===== config.mk =====
export PLATFORM = sky130hd
export DESIGN_NAME = instr_packer
export DESIGN_NICKNAME = d
export VERILOG_FILES = /design/src/rtl/mips_pkg.sv /design/src/rtl/instr_fifo.sv /design/src/rtl/instr_packer.sv
export SDC_FILE = /design/constraint.sdc
export NUM_CORES = 1
export LEC_CHECK = 0
export ABC_AREA = 1
export CAP_MARGIN = 15
export CORE_ASPECT_RATIO = 0.8
export CORE_MARGIN = 2
export CORE_UTILIZATION = 36
export CTS_BUF_LIST = sky130_fd_sc_hd__clkbuf_8
export CTS_CLUSTER_SIZE = 10
export DETAILED_ROUTE_END_ITERATION = 8
export GPL_TIMING_DRIVEN = 0
export PLACE_DENSITY = 0.72
export SLEW_MARGIN = 40
export SYNTH_ARGS = -nofsm -noshare
export SYNTH_HDL_FRONTEND = slang
export SYNTH_SLANG_ARGS = --single-unit

===== constraint.sdc =====
create_clock -name clk -period 3.15 [get_ports clk]
set_input_delay 0.4725 -clock clk [delete_from_list [all_inputs] [get_ports clk]]
set_output_delay 0.4725 -clock clk [all_outputs]
set_load 0.03 [all_outputs]

===== src/rtl/mips_pkg.sv =====
// ============================================================================
//  Module : mips_pkg
//  Brief  : MIPS format codes, field bit positions and the field-to-word packer.
//  Rev    : 1.0
// ============================================================================
`default_nettype none

package mips_pkg;

  localparam logic [1:0] FMT_R   = 2'd0;
  localparam logic [1:0] FMT_I   = 2'd1;
  localparam logic [1:0] FMT_J   = 2'd2;
  localparam logic [1:0] FMT_BAD = 2'd3;

  localparam int OP_HI    = 31;
  localparam int OP_LO    = 26;
  localparam int RS_HI    = 25;
  localparam int RS_LO    = 21;
  localparam int RT_HI    = 20;
  localparam int RT_LO    = 16;
  localparam int RD_HI    = 15;
  localparam int RD_LO    = 11;
  localparam int SHAMT_HI = 10;
  localparam int SHAMT_LO = 6;
  localparam int FUNC_HI  = 5;
  localparam int FUNC_LO  = 0;
  localparam int IMM16_HI = 15;
  localparam int IMM16_LO = 0;
  localparam int IMM26_HI = 25;
  localparam int IMM26_LO = 0;

  // Fields not used by the selected format are ignored; illegal format packs to zero.
  function automatic logic [31:0] pack_instr(
    input logic [1:0]  fmt,
    input logic [5:0]  op,
    input logic [4:0]  rs,
    input logic [4:0]  rt,
    input logic [4:0]  rd,
    input logic [4:0]  shamt,
    input logic [5:0]  func,
    input logic [15:0] imme16,
    input logic [25:0] imme26
  );
    logic [31:0] w;
    w = '0;
    case (fmt)
      FMT_R: begin
        w[OP_HI:OP_LO]       = op;
        w[RS_HI:RS_LO]       = rs;
        w[RT_HI:RT_LO]       = rt;
        w[RD_HI:RD_LO]       = rd;
        w[SHAMT_HI:SHAMT_LO] = shamt;
        w[FUNC_HI:FUNC_LO]   = func;
      end
      FMT_I: begin
        w[OP_HI:OP_LO]       = op;
        w[RS_HI:RS_LO]       = rs;
        w[RT_HI:RT_LO]       = rt;
        w[IMM16_HI:IMM16_LO] = imme16;
      end
      FMT_J: begin
        w[OP_HI:OP_LO]       = op;
        w[IMM26_HI:IMM26_LO] = imme26;
      end
      default: w = '0;
    endcase
    return w;
  endfunction

endpackage

`default_nettype wire


===== src/rtl/instr_fifo.sv =====
// ============================================================================
//  Module : instr_fifo
//  Brief  : Synchronous FIFO with flush; push ignored when full, pop when empty.
//  Rev    : 1.0
// ============================================================================
`default_nettype none

module instr_fifo #(
  parameter int DEPTH = 4,
  parameter int WIDTH = 32
) (
  input  logic                     clk,
  input  logic                     rst,
  input  logic                     flush,
  input  logic                     push,
  input  logic [WIDTH-1:0]         push_data,
  input  logic                     pop,
  output logic [WIDTH-1:0]         pop_data,
  output logic                     full,
  output logic                     empty,
  output logic [$clog2(DEPTH):0]   count
);

  localparam int PTR_W = $clog2(DEPTH);
  localparam int CNT_W = PTR_W + 1;

  logic [WIDTH-1:0] mem_q [DEPTH];
  logic [WIDTH-1:0] mem_d [DEPTH];
  logic [PTR_W-1:0] wr_ptr_q, wr_ptr_d;
  logic [PTR_W-1:0] rd_ptr_q, rd_ptr_d;
  logic [CNT_W-1:0] count_q, count_d;
  logic             do_push, do_pop;

  assign full     = (count_q == CNT_W'(DEPTH));
  assign empty    = (count_q == '0);
  assign count    = count_q;
  assign pop_data = mem_q[rd_ptr_q];

  always_comb begin
    mem_d    = mem_q;
    wr_ptr_d = wr_ptr_q;
    rd_ptr_d = rd_ptr_q;
    count_d  = count_q;
    do_push  = push && !full;
    do_pop   = pop && !empty;
    if (do_push) begin
      mem_d[wr_ptr_q] = push_data;
      wr_ptr_d        = wr_ptr_q + PTR_W'(1);
    end
    if (do_pop) begin
      rd_ptr_d = rd_ptr_q + PTR_W'(1);
    end
    case ({do_push, do_pop})
      2'b10:   count_d = count_q + CNT_W'(1);
      2'b01:   count_d = count_q - CNT_W'(1);
      default: count_d = count_q;
    endcase
    if (flush) begin
      wr_ptr_d = '0;
      rd_ptr_d = '0;
      count_d  = '0;
    end
  end

  always_ff @(posedge clk) begin
    if (rst) begin
      wr_ptr_q <= '0;
      rd_ptr_q <= '0;
      count_q  <= '0;
    end else begin
      wr_ptr_q <= wr_ptr_d;
      rd_ptr_q <= rd_ptr_d;
      count_q  <= count_d;
    end
  end

  // Storage needs no reset: occupancy alone decides which entries are live.
  always_ff @(posedge clk) begin
    mem_q <= mem_d;
  end

endmodule

`default_nettype wire


===== src/rtl/instr_packer.sv =====
// ============================================================================
//  Module : instr_packer
//  Brief  : Packs MIPS R/I/J fields into words and streams them to IMEM.
//  Rev    : 1.0
// ============================================================================
`default_nettype none

module instr_packer
  import mips_pkg::*;
#(
  parameter int                DEPTH     = 4,
  parameter int                ADDR_W    = 32,
  parameter logic [ADDR_W-1:0] BASE_ADDR = '0,
  parameter int                MAX_WORDS = 1024
) (
  input  logic                          clk,
  input  logic                          rst,
  input  logic                          restart,
  input  logic                          in_valid,
  output logic                          in_ready,
  input  logic [1:0]                    fmt,
  input  logic [5:0]                    op,
  input  logic [4:0]                    rs,
  input  logic [4:0]                    rt,
  input  logic [4:0]                    rd,
  input  logic [4:0]                    shamt,
  input  logic [5:0]                    func,
  input  logic [15:0]                   imme16,
  input  logic [25:0]                   imme26,
  output logic                          wr_en,
  output logic [ADDR_W-1:0]             wr_addr,
  output logic [31:0]                   wr_data,
  input  logic                          wr_ready,
  output logic [$clog2(MAX_WORDS):0]    words_written,
  output logic                          done,
  output logic                          err_pulse,
  output logic                          err_sticky
);

  localparam int CNT_W = $clog2(MAX_WORDS) + 1;
  localparam int OCC_W = $clog2(DEPTH) + 1;

  logic              fifo_full, fifo_empty;
  logic [OCC_W-1:0]  fifo_count;
  logic [31:0]       fifo_head, packed_word;
  logic              accept, push, pop, at_limit;
  logic [CNT_W:0]    in_flight;

  logic [ADDR_W-1:0] addr_q, addr_d;
  logic [CNT_W-1:0]  words_q, words_d;
  logic              done_q, done_d;
  logic              err_pulse_q, err_pulse_d;
  logic              err_sticky_q, err_sticky_d;

  // The word limit counts words still queued, so the FIFO can never overshoot it.
  always_comb begin
    in_flight   = {1'b0, words_q} + (CNT_W+1)'(fifo_count);
    at_limit    = (in_flight >= (CNT_W+1)'(MAX_WORDS));
    in_ready    = !fifo_full && !done_q && !restart && !rst && !at_limit;
    accept      = in_valid && in_ready;
    push        = accept && (fmt != FMT_BAD);
    pop         = !fifo_empty && wr_ready && !restart && !rst;
    packed_word = pack_instr(fmt, op, rs, rt, rd, shamt, func, imme16, imme26);
  end

  instr_fifo #(
    .DEPTH (DEPTH),
    .WIDTH (32)
  ) u_fifo (
    .clk       (clk),
    .rst       (rst),
    .flush     (restart),
    .push      (push),
    .push_data (packed_word),
    .pop       (pop),
    .pop_data  (fifo_head),
    .full      (fifo_full),
    .empty     (fifo_empty),
    .count     (fifo_count)
  );

  always_comb begin
    addr_d       = addr_q;
    words_d      = words_q;
    done_d       = done_q;
    err_pulse_d  = 1'b0;
    err_sticky_d = err_sticky_q;
    if (restart) begin
      addr_d       = BASE_ADDR;
      words_d      = '0;
      done_d       = 1'b0;
      err_sticky_d = 1'b0;
    end else begin
      if (pop) begin
        addr_d  = addr_q + ADDR_W'(4);
        words_d = words_q + CNT_W'(1);
        if (words_d == CNT_W'(MAX_WORDS)) begin
          done_d = 1'b1;
        end
      end
      if (accept && (fmt == FMT_BAD)) begin
        err_pulse_d  = 1'b1;
        err_sticky_d = 1'b1;
      end
    end
  end

  always_ff @(posedge clk) begin
    if (rst) begin
      addr_q       <= BASE_ADDR;
      words_q      <= '0;
      done_q       <= 1'b0;
      err_pulse_q  <= 1'b0;
      err_sticky_q <= 1'b0;
    end else begin
      addr_q       <= addr_d;
      words_q      <= words_d;
      done_q       <= done_d;
      err_pulse_q  <= err_pulse_d;
      err_sticky_q <= err_sticky_d;
    end
  end

  assign wr_en         = !fifo_empty;
  assign wr_addr       = addr_q;
  assign wr_data       = fifo_empty ? 32'h0 : fifo_head;
  assign words_written = words_q;
  assign done          = done_q;
  assign err_pulse     = err_pulse_q;
  assign err_sticky    = err_sticky_q;

endmodule

`default_nettype wire


==> out/summary.txt <==
Run status: finished, final reports clean
Hold Path Origin: err_sticky
Fraction of synthesized cell area taken by the top area cell type: 0.441
Clock Skews: 23.9 ps
Width of the chip: 178 µm
Clock sink count: 179
Final hold violations: 0
Slew @ Worst Pin: 607 ps
Register bit total from synthesis: 179
Largest cells by area after synthesis: edfxtp_1 (44%), dfxtp_1 (12%), nor2_1 (9.0%), nand2_1 (7.3%), o21ai_0 (5.1%)
Detailed Routing Iterations Pass 1: 5
Origin of the worst setup path: u_fifo.count[1]
Critical R2R Capture: u_fifo.count[2]
Antenna violations before repair: 0
Unrepaired setup endpoints after global routing: false
Worst-case register-to-register setup slack: 210 ps
Effective utilization at floorplan: 0.369
Number of global-route vias before repair: 6656
Nature of the critical path endpoint: output pin
Total power consumption of the routed design: 4.46 mW
Bufs on Longest Clock Path: 2
Power per cell area: 393 mW/mm²
Startpoint class of the critical path: register
Minimum period implied by the final worst setup slack: 3000 ps
Violation count after the first detailed-routing iteration: 680
Area added between synthesis and finish: 30.3%
Sequential-to-total area share from yosys stat: 0.559
List of cells traversed by the critical path: inv_2 > nand3_4 > inv_1 > clkbuf_1 > a21oi_1 > clkdlybuf4s50_1
Final Max Tran Viols: 0
Overall fraction of global-route tracks in use: 0.183
CP max FO: 10
Number of flops mapped to enable cells by yosys: 128
Top-Level Pins: 161
End point of the most critical hold path: err_sticky
Post-route design area: 0.0113 mm²
FP Rows: 50
DRC violations left: 0
Final HPWL DP: 17.1 mm
Ratio of cells with drive above 1 in the final layout: 0.0859
Dominant cell by count in the synthesized netlist: nor2_1
Hold-critical path depth: 2
Die Area: 0.0255 mm²
Cells after synthesis: 990
Lkg Pwr: 4.57 nW
Total cell area at the placement stage: 0.0109 mm²
Prevailing post-synth register cell: edfxtp_1
Final WL: 23.8 mm
Area of the core: 0.0236 mm²
Buffer cell driving the clock tree root: clkbuf_8
WS Path Type: reg -> out
Number of setup violations in the final report: 0
Largest area contributor in the netlist: edfxtp_1
Worst min-delay path class: reg -> reg
CTS tree: built
Clock latency of the later-clocked register in the worst-skew pair: 480 ps
Clock-pin transition on the worst setup and hold timing paths: 100 ps
Die H: 143 µm
Via total after detailed routing: 7442
Synth cell count leaders: nor2_1 (209), nand2_1 (170), edfxtp_1 (128)
Quantity of I/O buffers inserted on ports: 157
Total inserted antenna cells: 0
Highest Clock Rate: 0.334 GHz
Remaining number of nets flagged by the antenna check after routing: 0
Number of hold buffers added after CTS: 0
Avg Cell Area, Syn: 8.80 µm²
Worst R2R Path Depth: 16
Largest stage delay on the critical path: 650 ps
Post-route clock period utilization: 0.951
Synth Cell Area: 0.00871 mm²
CP required: 2680 ps
Number of nets at the end of the flow: 1268
Slowest library cell on the worst path: clkdlybuf4s50_1
Routability congestion estimate: 0.918
Yosys warning total: 0
Maximum level of the CTS H-tree: 4
Maximum number of pins on one net before global-route repair: 21
Worst voltage drop across the vdd grid: 0.265 mV
Netlist cell types: 45
TritonCTS Buffers: 17
Start of the worst register-to-register path: words_written[0]
Number of inserted filler cells in the final layout: 2223
Share of synthesized registers carrying an async set or reset: 0
Wirelength per Cell: 15.9 µm
Total grt overflow: 0
Worst relative slew slack: 0.595
Number of maximum-capacitance constraint violations: 0
Global-route wire length before repair: 36.0 mm
Via density per instance: 4.96
Crit path DAT: 2520 ps
per-stage QoR:
step                hold WS (ps)  instances  setup TNS, ps  utilization  setup slack [ps]
global placement             443       1460        -216160        0.453             -1720
CTS                          473       1499              0        0.478              7.96
finish                       471       1499              0        0.481               154
global route                 500       1499              0        0.481             0.328
detailed placement           448       1468              0        0.461              22.1
floorplan                    497        991         -42580            -              -333
cells by family after synthesis:
| family | share of synthesized area |
|---|---|
| compound gates | 0.114 |
| xor+xnor | 0.00402 |
| fa+ha+maj | 0.0204 |
| buf+inv | 0.0641 |
| flops | 0.559 |
| mux | 0.00115 |
| other cells | 0.000431 |
| simple gates | 0.237 |
worst max-delay path by stage:
stage / endpoint / slack (ps) / depth (start not counted)
after detailed placement: u_fifo.count[2] / 20 / 12
after floorplan: u_fifo.mem_q[0] / -330 / 11
after global routing: wr_data[14] / 0.3 / 7
final: wr_data[12] / 150 / 6
after global placement: u_fifo.mem_q[114] / -1720 / 6
after CTS: wr_data[28] / 8 / 7
worst max-delay path, delay by kind of cell (launching register included):
family                 cells  cell delay [ps]
AOI/OAI and AO/OA          1               80
buffers and inverters      4             1460
DFF                        1              370
and+or+nand+nor            1              150
flip-flops by register name, summed over array words and instances (netlist names), 2 cells and up:
signal,cells
u_fifo.mem_q,128
wr_addr,30
words_written,11
u_fifo.count,3
u_fifo.rd_ptr_q,2
u_fifo.wr_ptr_q,2
where the power goes:
group	internal, mW	switching (mW)	leakage [nW]	total [mW]
sequential	2.55	0.00570	1.58	2.55
clock	0.611	0.983	0.204	1.59
combinational	0.144	0.169	2.78	0.314
layer usage:
metal / vias to the layer above / track usage / wire length [µm]
li1: 3668 / - / -
met1: 3518 / 0.257 / 10800
met2: 242 / 0.292 / 11400
met3: 14 / 0.0330 / 1370
met4: 0 / 0.0462 / 244
met5: - / 0 / 0
cells in the final DEF, fill, tap and decap left out, types with 19 or more instances in the layout:
master / n
edfxtp_1: 128
inv_1: 82
nor2_1: 205
clkbuf_8: 19
o21ai_0: 88
dlymetal6s2s_1: 26
a21oi_1: 67
dfxtp_1: 51
clkbuf_1: 19
clkdlybuf4s50_1: 130
nand2_1: 170
nand3_1: 38
area by class of cell:
cell class	count	area [µm²]	area share
inverters	93	350	0.0309
clock inverters	15	175	0.0154
flip-flops and latches	179	4860	0.429
well taps	312	390	0.0344
repair buffers	165	1810	0.159
clock buffers	17	234	0.0206
plain buffers	41	210	0.0185
multi-input cells	677	3320	0.292
timing repair:
item	4_1_cts	5_1_grt
gates resized for setup	5	28
setup endpoints to repair	33	28
setup buffers	0	0
(Power assumes the default switching activity.)
